$ cat config.mk
export PLATFORM = sky130hd
export DESIGN_NAME = add_one_bist
export DESIGN_NICKNAME = d
export VERILOG_FILES = /design/src/rtl/add_one_pkg.sv /design/src/rtl/add_one_bist.sv
export SDC_FILE = /design/constraint.sdc
export NUM_CORES = 1
export LEC_CHECK = 0
export CORE_MARGIN = 3
export CORE_UTILIZATION = 55
export CTS_CLUSTER_SIZE = 12
export DETAILED_ROUTE_END_ITERATION = 8
export HOLD_SLACK_MARGIN = 0.06
export MAX_ROUTING_LAYER = met4
export PLACE_DENSITY = 0.85
export SLEW_MARGIN = 15
export SYNTH_ARGS = -nofsm -noshare
export SYNTH_HDL_FRONTEND = slang
export SYNTH_SLANG_ARGS = --single-unit
$ cat constraint.sdc
create_clock -name clk -period 4.44 [get_ports clk]
set_input_delay 1.332 -clock clk [delete_from_list [all_inputs] [get_ports clk]]
set_output_delay 1.332 -clock clk [all_outputs]
set_load 0.005 [all_outputs]
$ cat src/rtl/add_one_pkg.sv
// Shared constants and state encoding for the add_one incrementer and its BIST engine.
package add_one_pkg;

  localparam int ADD_ONE_WIDTH = 9;

  typedef enum logic [1:0] {
    IDLE,
    RUN,
    DONE
  } bist_state_t;

endpackage

$ cat src/rtl/add_one_bist.sv
// Hardware stimulus/checker for add_one: walks x through an arithmetic sequence,
// compares y against x+1 after a settle delay and keeps first-failure and error-count results.
module add_one_bist
  import add_one_pkg::*;
#(
  parameter int WIDTH  = ADD_ONE_WIDTH,
  parameter int STEP   = 17,
  parameter int COUNT  = 256,
  parameter int SETTLE = 1,
  parameter int ERRW   = 8
) (
  input  logic             clk,
  input  logic             rst_n,
  input  logic             start,
  output logic [WIDTH-1:0] x,
  input  logic [WIDTH-1:0] y,
  output logic             busy,
  output logic             done,
  output logic             pass,
  output logic [ERRW-1:0]  err_count,
  output logic [WIDTH-1:0] err_x,
  output logic [WIDTH-1:0] err_y
);

  localparam int IDXW = $clog2(COUNT + 1);
  localparam int SETW = $clog2(SETTLE + 1);
  localparam logic [IDXW-1:0]  LAST_IDX    = IDXW'(COUNT - 1);
  localparam logic [SETW-1:0]  SETTLE_INIT = SETW'(SETTLE);
  localparam logic [SETW-1:0]  SETTLE_ONE  = SETW'(1);
  localparam logic [WIDTH-1:0] STEP_W      = WIDTH'(STEP);
  localparam logic [ERRW-1:0]  ERR_MAX     = '1;

  bist_state_t      state_q;
  logic [WIDTH-1:0] x_q;
  logic [WIDTH-1:0] errX_q;
  logic [WIDTH-1:0] errY_q;
  logic [ERRW-1:0]  errCount_q;
  logic [IDXW-1:0]  idx_q;
  logic [SETW-1:0]  settle_q;
  logic             busy_q;
  logic             done_q;

  logic [WIDTH-1:0] expY_d;
  logic             mismatch_d;
  logic [ERRW-1:0]  errCount_d;

  // Expected response wraps naturally in WIDTH bits; the counter sticks at its maximum.
  assign expY_d     = x_q + WIDTH'(1);
  assign mismatch_d = (y != expY_d);
  assign errCount_d = (errCount_q == ERR_MAX) ? errCount_q : errCount_q + ERRW'(1);

  always_ff @(posedge clk or negedge rst_n) begin
    if (!rst_n) begin
      state_q    <= IDLE;
      x_q        <= '0;
      errX_q     <= '0;
      errY_q     <= '0;
      errCount_q <= '0;
      idx_q      <= '0;
      settle_q   <= '0;
      busy_q     <= 1'b0;
      done_q     <= 1'b0;
    end else begin
      case (state_q)
        IDLE, DONE: begin
          if (start) begin
            state_q    <= RUN;
            x_q        <= '0;
            idx_q      <= '0;
            settle_q   <= SETTLE_INIT;
            errCount_q <= '0;
            errX_q     <= '0;
            errY_q     <= '0;
            done_q     <= 1'b0;
            busy_q     <= 1'b1;
          end
        end
        RUN: begin
          if (settle_q != SETTLE_ONE) begin
            settle_q <= settle_q - SETW'(1);
          end else begin
            // A zero count means no mismatch yet this run, since it never wraps back.
            if (mismatch_d) begin
              errCount_q <= errCount_d;
              if (errCount_q == '0) begin
                errX_q <= x_q;
                errY_q <= y;
              end
            end
            if (idx_q == LAST_IDX) begin
              state_q <= DONE;
              done_q  <= 1'b1;
              busy_q  <= 1'b0;
            end else begin
              x_q      <= x_q + STEP_W;
              idx_q    <= idx_q + IDXW'(1);
              settle_q <= SETTLE_INIT;
            end
          end
        end
        default: state_q <= IDLE;
      endcase
    end
  end

  assign x         = x_q;
  assign busy      = busy_q;
  assign done      = done_q;
  assign pass      = done_q && (errCount_q == '0);
  assign err_count = errCount_q;
  assign err_x     = errX_q;
  assign err_y     = errY_q;

endmodule

## Yosys cells after proc, flatten, opt, wreduce, memory -nomap -nowiden

Index checks and enable logic that the tools add are counted.

| cells by class | value |
|---|---|
| $add $sub $neg | 5 |
| eq/ne operators | 12 |
| reduce and logical (&&, ||, !) cells | 11 |
| multiplexer cells | 34 |

Operator list:

| operator | number |
|---|---|
| $mux 9 | 11 |
| $pmux 9 s2 | 4 |
| $mux 8 | 4 |
| $add 9x1->9 const B | 2 |
| $pmux 8 s2 | 1 |
| $ne 2x2->1 const B | 7 |
| $reduce_and 5->1 | 2 |
| $add 9x5->9 const B | 1 |
| $eq 9x8->1 const B | 1 |
| $ne 9x9->1 | 1 |
| $add 8x1->8 const B | 1 |
| $eq 8x8->1 const B | 1 |
| $logic_not 8->1 | 1 |
| $reduce_and 4->1 | 2 |
| $mux 1 | 7 |
| $mux 2 | 3 |
| $pmux 1 s2 | 3 |
| $pmux 2 s2 | 1 |
| $reduce_and 3->1 | 1 |
| $eq 2x1->1 const B | 1 |
| $eq 2x2->1 const B | 1 |
| $logic_not 2->1 | 1 |
| $reduce_and 2->1 | 1 |
| $reduce_bool 2->1 | 1 |
| other kinds (3) | 3 |

| word-level totals | value |
|---|---|
| register bits after elaboration | 49 |
| logic and storage cells | 71 |
| input port bits | 12 |

## Longest topological paths before layout

Gate-level depths: netlist of run 1.

| logic depth | value |
|---|---|
| depth after elaboration | 5 |
| gate-level depth with buffers | 9 |
| gate-level depth less buffers | 8 |

## Worst setup path after synthesis of run 1

OpenSTA, ideal clock, no wires.

| path | value |
|---|---|
| path kind | flip-flop to output port |
| start point | reg errCount_q[0] (netlist: err_count[0]) |
| end point | out pass |
| path buffers | 0 |
| path slack | 1553 ps |
| required time | 3108 ps |
| arrival | 1555 ps |
| cell stages (with the launch flop) | 6 |
| cells stage by stage | dfrtp_1 inv_1 ha_1 or4b_2 nor4_1 and2_1 |

| between the ends | value |
|---|---|
| cells in the longest elaborated chain, start to end | 2 |

RTL lines:

| element | line | text |
|---|---|---|
| from (decl) | add_one_bist.sv:37 | `logic [ERRW-1:0] errCount_q;` |
| from (signal assigned) | add_one_bist.sv:84 | `errCount_q <= errCount_d;` |
| $logic_not 8->1 | add_one_bist.sv:109 | `assign pass = done_q && (errCount_q == '0);` |
| $logic_and 1x1->1 | add_one_bist.sv:109 |  |
| to (decl) | add_one_bist.sv:19 | `output logic pass,` |

No other way between the ends.

## Worst setup path after layout of run 1

Ends and elaborated chain as after synthesis.

==> qor.csv, run 1 <==
metric;value;unit
dr.pass1.iters;4;
drv_cap;0;
ys_types;50;
ys_warn_count;0;
period_minus_slack;3920;ps
power.density;599;mW/mm^2
synth_cells;282;
timing.final.hold_violations;0;
dp_worst_setup_slack;736;ps
clk_path_buf_depth;2;
setup_viol;0;
regArea;0.00123;mm^2
status;finished, final reports clean;
die_x;75.8;um
area_delta_synth_final;22.6;%
hold_slack;494;ps
synth_area_leaders;dfrtp_1 (46%), mux2i_1 (7.1%), nand2_1 (6.2%), inv_1 (3.8%), o21ai_0 (3.4%);
utilization;72.4;%
worst_slew_pin_slew;591;ps
yosys.cell_count.top_type;dfrtp_1;
syn_area;0.00268;mm^2
die_area;0.00574;mm^2
vias;2202;
wl;5680;um
io_buffer_count;49;
cts_root_buf;clkbuf_8;
rsz0062_at_grt;false;
max_freq;255;MHz
overflow;0;
setup_slack;520;ps
wire_per_inst;14.3;um
io-pin-count;50;
hold_buffers;0;
cts.sinks;49;
synthFlopType;dfrtp_1;
diodes;0;
yosys-top-cells-count;dfrtp_1 (49), nand2_1 (44), inv_1 (27);
hp-class;reg2reg;
place_area;0.00318;mm^2
post-place-cells;387;
hpwl;3890;um
cts.clk_slew.worst_paths;80;ps
leakage;1.45;nW
finalInstanceArea;0.00328;mm^2
cts_resized;0;
fill_cells;355;
yosysSeqAreaShare;45.8;%
routabilityCongestion;0.816;
synth_area_leader_cell;dfrtp_1;
fp.coreArea;0.00453;mm^2
setup_tns;0;ps
via_per_inst;5.56;
crit_type;reg2out;
synth_edf_count;0;
synthesis.nets;299;
grt_pass1_vias;2150;
drc_errors;0;
synth-async-reset-ratio;100;%
ir_drop;387;uV
cts_setup_buffers;0;
finalNonFillerCells;396;
synth-seq-cells;49;
antenna_found_initial;0;
grt_pass1_wl;9510;um
num-nets-final;347;
finalPower;1.97;mW
crit_fanout;5;
drtIter0Drc;168;
relSlewSlack;60.4;%
reg2reg_setup_slack;1530;ps
finalCritPeriodShare;88.3;%
syn_avg_cell_area;9.49;um^2
critPathRequiredTime;3110;ps
layout-drive-gt1-share;6.04;%
die_h;75.8;um
tritoncts;yes;
finClkSkew;8.44;ps
multiInputGateArea;0.00126;mm^2
critPathLaunchType;flop;
clk_latency;300;ps
antenna_left;0;
grt_max_degree;50;
start_util;59.1;%
cp_data_arrival_time;2590;ps
endpoint_kind;primary output;
rows;24;
final_max_slew_viol_count;0;
yosysTopAreaCellShare;45.8;%
cts_made_buffers;5;
cts_max_level;2;
grt_util_all_layers;22.2;%
cell families after synthesis:
kind of cell	synth area share [%]
muxes	7.66
adders and majority gates	2.34
xor gates and xnor gates	6.45
and+or+nand+nor	19.2
buffers and inverters	7.06
DFF	45.8
AOI/OAI and AO/OA	11.5
layer usage:
layer | GRT usage, % | wire length [um] | up-vias | part of all wire [%]
li1 | - | - | 1052 | -
met1 | 27.3 | 2530 | 1075 | 45
met2 | 37.5 | 2790 | 68 | 49
met3 | 2.77 | 290 | 7 | 5.1
met4 | 7.96 | 68 | 0 | 1.2
met5 | - | 0 | - | 0
registers in the layout (all words and copies together) (netlist names):
signal,cells
x,9
err_y,9
busy,1
state_q,2
err_count,8
err_x,9
idx_q,9
done,1
settle_q,1
cell type report:
| cell class | count | area share (%) |
|---|---|---|
| clock buffer | 8 | 2.44 |
| sequential | 49 | 37.4 |
| inverter | 27 | 3.09 |
| multi-input combinational | 194 | 38.5 |
| tap | 65 | 2.48 |
| timing repair buffer | 53 | 16.1 |
worst paths after layout:
check / from / to / cells after the start
max: err_count[0]$_DFFE_PN0P_ / pass / 6
min: busy$_DFFE_PN0P_ / busy$_DFFE_PN0P_ / 1
max reg2reg: x[0]$_DFFE_PN0P_ / err_x[0]$_DFFE_PN0P_ / 8
min reg2reg: busy$_DFFE_PN0P_ / busy$_DFFE_PN0P_ / 1
max in group asynchronous: rst_n / x[0]$_DFFE_PN0P_ / 2
min in group asynchronous: rst_n / err_y[8]$_DFFE_PN0P_ / 1
worst max-delay path: stages (launching register included):
cell             delay [ps]
dfrtp_1                 440
inv_1                    80
ha_1                    130
or4b_2                  570
nor4_1                  390
and2_1                  190
clkdlybuf4s50_1         490
power by group:
part | internal [mW] | switching [mW]
logic | 0.508 | 0.388
registers | 0.620 | 0.196
clock network | 0.112 | 0.142
total | 1.24 | 0.726
layout by cell type (no fill, tap or decap), types with 2 or more instances in the layout:
cell type / netlist / final
clkbuf_1: 3 / 3
and3_1: 3 / 3
or3_1: 4 / 4
a31oi_1: 2 / 2
dfrtp_1: 49 / 49
o22ai_1: 6 / 6
nand2_1: 44 / 44
nand2b_1: 6 / 6
clkbuf_8: 0 / 5
ha_1: 5 / 5
inv_1: 27 / 27
and4_1: 2 / 2
xor2_1: 10 / 10
mux2i_1: 19 / 19
nand3_1: 12 / 12
xnor2_1: 7 / 7
o21ai_0: 18 / 18
a21oi_1: 5 / 5
nand3b_1: 2 / 2
o21a_1: 3 / 3
nor2_1: 17 / 17
buf_4: 2 / 3
clkdlybuf4s50_1: 0 / 48
nand4_1: 3 / 3
a221oi_1: 2 / 2
Note: power is estimated with default switching activity, not from simulation.
==> inputs of run 2 (changes only) <==
==> constraint.sdc (replaced) <==
create_clock -name clk -period 4.44 [get_ports clk]
set_input_delay 1.332 -clock clk [delete_from_list [all_inputs] [get_ports clk]]
set_output_delay 1.332 -clock clk [all_outputs]
set_load 0.02 [all_outputs]
==> qor.csv, run 2 (same netlist as run 1, synthesis figures left out) <==
metric;value;unit;change
setup_tns;0;ps;unchanged
cts_made_buffers;5;;unchanged
cts_resized;0;;unchanged
drc_errors;0;;unchanged
layout-drive-gt1-share;6.36;%;+0.32 points
wire_per_inst;14.4;um;+0.71%
dr.pass1.iters;4;;unchanged
tritoncts;yes;;
finalCritPeriodShare;90.4;%;+2.1 points
start_util;59.1;%;unchanged
timing.final.hold_violations;0;;unchanged
cts.sinks;49;;unchanged
clk_path_buf_depth;2;;unchanged
diodes;0;;unchanged
cts_max_level;2;;unchanged
die_x;75.8;um;unchanged
power.density;652;mW/mm^2;+8.8%
switching_power;0.890;mW;+23%
cts.clk_slew.worst_paths;90;ps;about the same
clock_power_share;12.0;%;-1.0 points
grt_pass1_wl;9590;um;+0.87%
grt_util_all_layers;22.4;%;+0.22 points
seq_power_share;38.2;%;-3.3 points
place_area;0.00318;mm^2;unchanged
multiInputGateArea;0.00126;mm^2;unchanged
status;finished, final reports clean;;
finClkSkew;14.1;ps;+5.68 ps
power.internal;1.24;mW;about the same
fp.coreArea;0.00453;mm^2;unchanged
area_delta_synth_final;22.0;%;
mostFrequentLayoutCell;dfrtp_1;;
crit_type;reg2out;;
dp_worst_setup_slack;758;ps;+22.5 ps
die_area;0.00574;mm^2;unchanged
period_minus_slack;4010;ps;+93.4 ps
finalNonFillerCells;395;;-0.25%
hold_buffers;0;;unchanged
finalInstanceArea;0.00327;mm^2;-0.46%
fill_cells;374;;+5.4%
worst_slew_pin_slew;697;ps;+106 ps
routabilityCongestion;0.801;;-1.8%
relSlewSlack;53.3;%;-7.1 points
ir_drop;398;uV;+2.7%
io_buffer_count;49;;unchanged
antenna_left;0;;unchanged
grt_pass1_vias;2134;;-0.74%
hp-class;reg2reg;;
wl;5710;um;+0.46%
layout_common_cells;dfrtp_1 (49), clkdlybuf4s50_1 (48), nand2_1 (44);;
crit_fanout;5;;unchanged
final_max_slew_viol_count;0;;unchanged
setup_slack;426;ps;-93.4 ps
num-nets-final;346;;-0.29%
regArea;0.00123;mm^2;unchanged
clk_latency;300;ps;about the same
hold_slack;498;ps;+4.18 ps
rsz0062_at_grt;false;;
post-place-cells;387;;unchanged
cts_root_buf;clkbuf_8;;
utilization;72.0;%;-0.33 points
rows;24;;unchanged
setup_viol;0;;unchanged
cts_setup_buffers;0;;unchanged
endpoint_kind;primary output;;
antenna_found_initial;0;;unchanged
die_h;75.8;um;unchanged
max_freq;249;MHz;-2.3%
via_per_inst;5.50;;-1.1%
drv_cap;0;;unchanged
switching_share;41.8;%;+4.9 points
critPathLaunchType;flop;;
io-pin-count;50;;unchanged
vias;2172;;-1.4%
p_comb_share;49.8;%;+4.3 points
critPathRequiredTime;3110;ps;about the same
grt_max_degree;50;;unchanged
finalPower;2.13;mW;+8.3%
cp_data_arrival_time;2680;ps;+90 ps
leakage;1.45;nW;-0.21%
hpwl;4040;um;+3.9%
drtIter0Drc;197;;+17%
overflow;0;;unchanged
## run 2: power groups by stage
stage	sequential (mW)	clock, mW	combinational, mW
after CTS	0.810	0.262	1.07
after global placement	0.807	0	1.03
after global routing	0.841	0.280	1.16
after detailed placement	0.819	0	1.06
after floorplan	0.921	0	0.561
final	0.813	0.256	1.06
## run 2: layer usage
metal	vias to the layer above	global-route usage (%)	wire, um
li1	1048	-	-
met1	1051	28.6	2570
met2	65	36.3	2840
met3	8	4.88	229
met4	0	5.83	61
met5	-	-	0
## run 2: critical path, cell delays in order, from the launching register on
cell and delay, ps:
dfrtp_1 440, inv_1 80, ha_1 140, or4b_2 600, nor4_1 340, and2_1 180, clkdlybuf4s50_1 600
## run 2: path summary, 6_finish.rpt
check / slack (ps) / to / cells after the start / startpoint
worst min register to register: 500 / busy$_DFFE_PN0P_ / 1 / busy$_DFFE_PN0P_
worst max-delay path: 430 / pass / 6 / err_count[0]$_DFFE_PN0P_
worst min-delay path: 500 / busy$_DFFE_PN0P_ / 1 / busy$_DFFE_PN0P_
min in group asynchronous: 1030 / err_y[6]$_DFFE_PN0P_ / 1 / rst_n
max in group asynchronous: 2980 / err_x[1]$_DFFE_PN0P_ / 1 / rst_n
worst max register to register: 1670 / err_x[6]$_DFFE_PN0P_ / 7 / x[0]$_DFFE_PN0P_
## run 2: layout make-up
class                           count  area share [%]
Multi-Input combinational cell    194            38.7
Sequential cell                    49            37.5
Timing Repair Buffer               52            15.6
Inverter                           27            3.10
Tap cell                           65            2.49
Clock buffer                        6            2.22
Clock inverter                      2           0.306
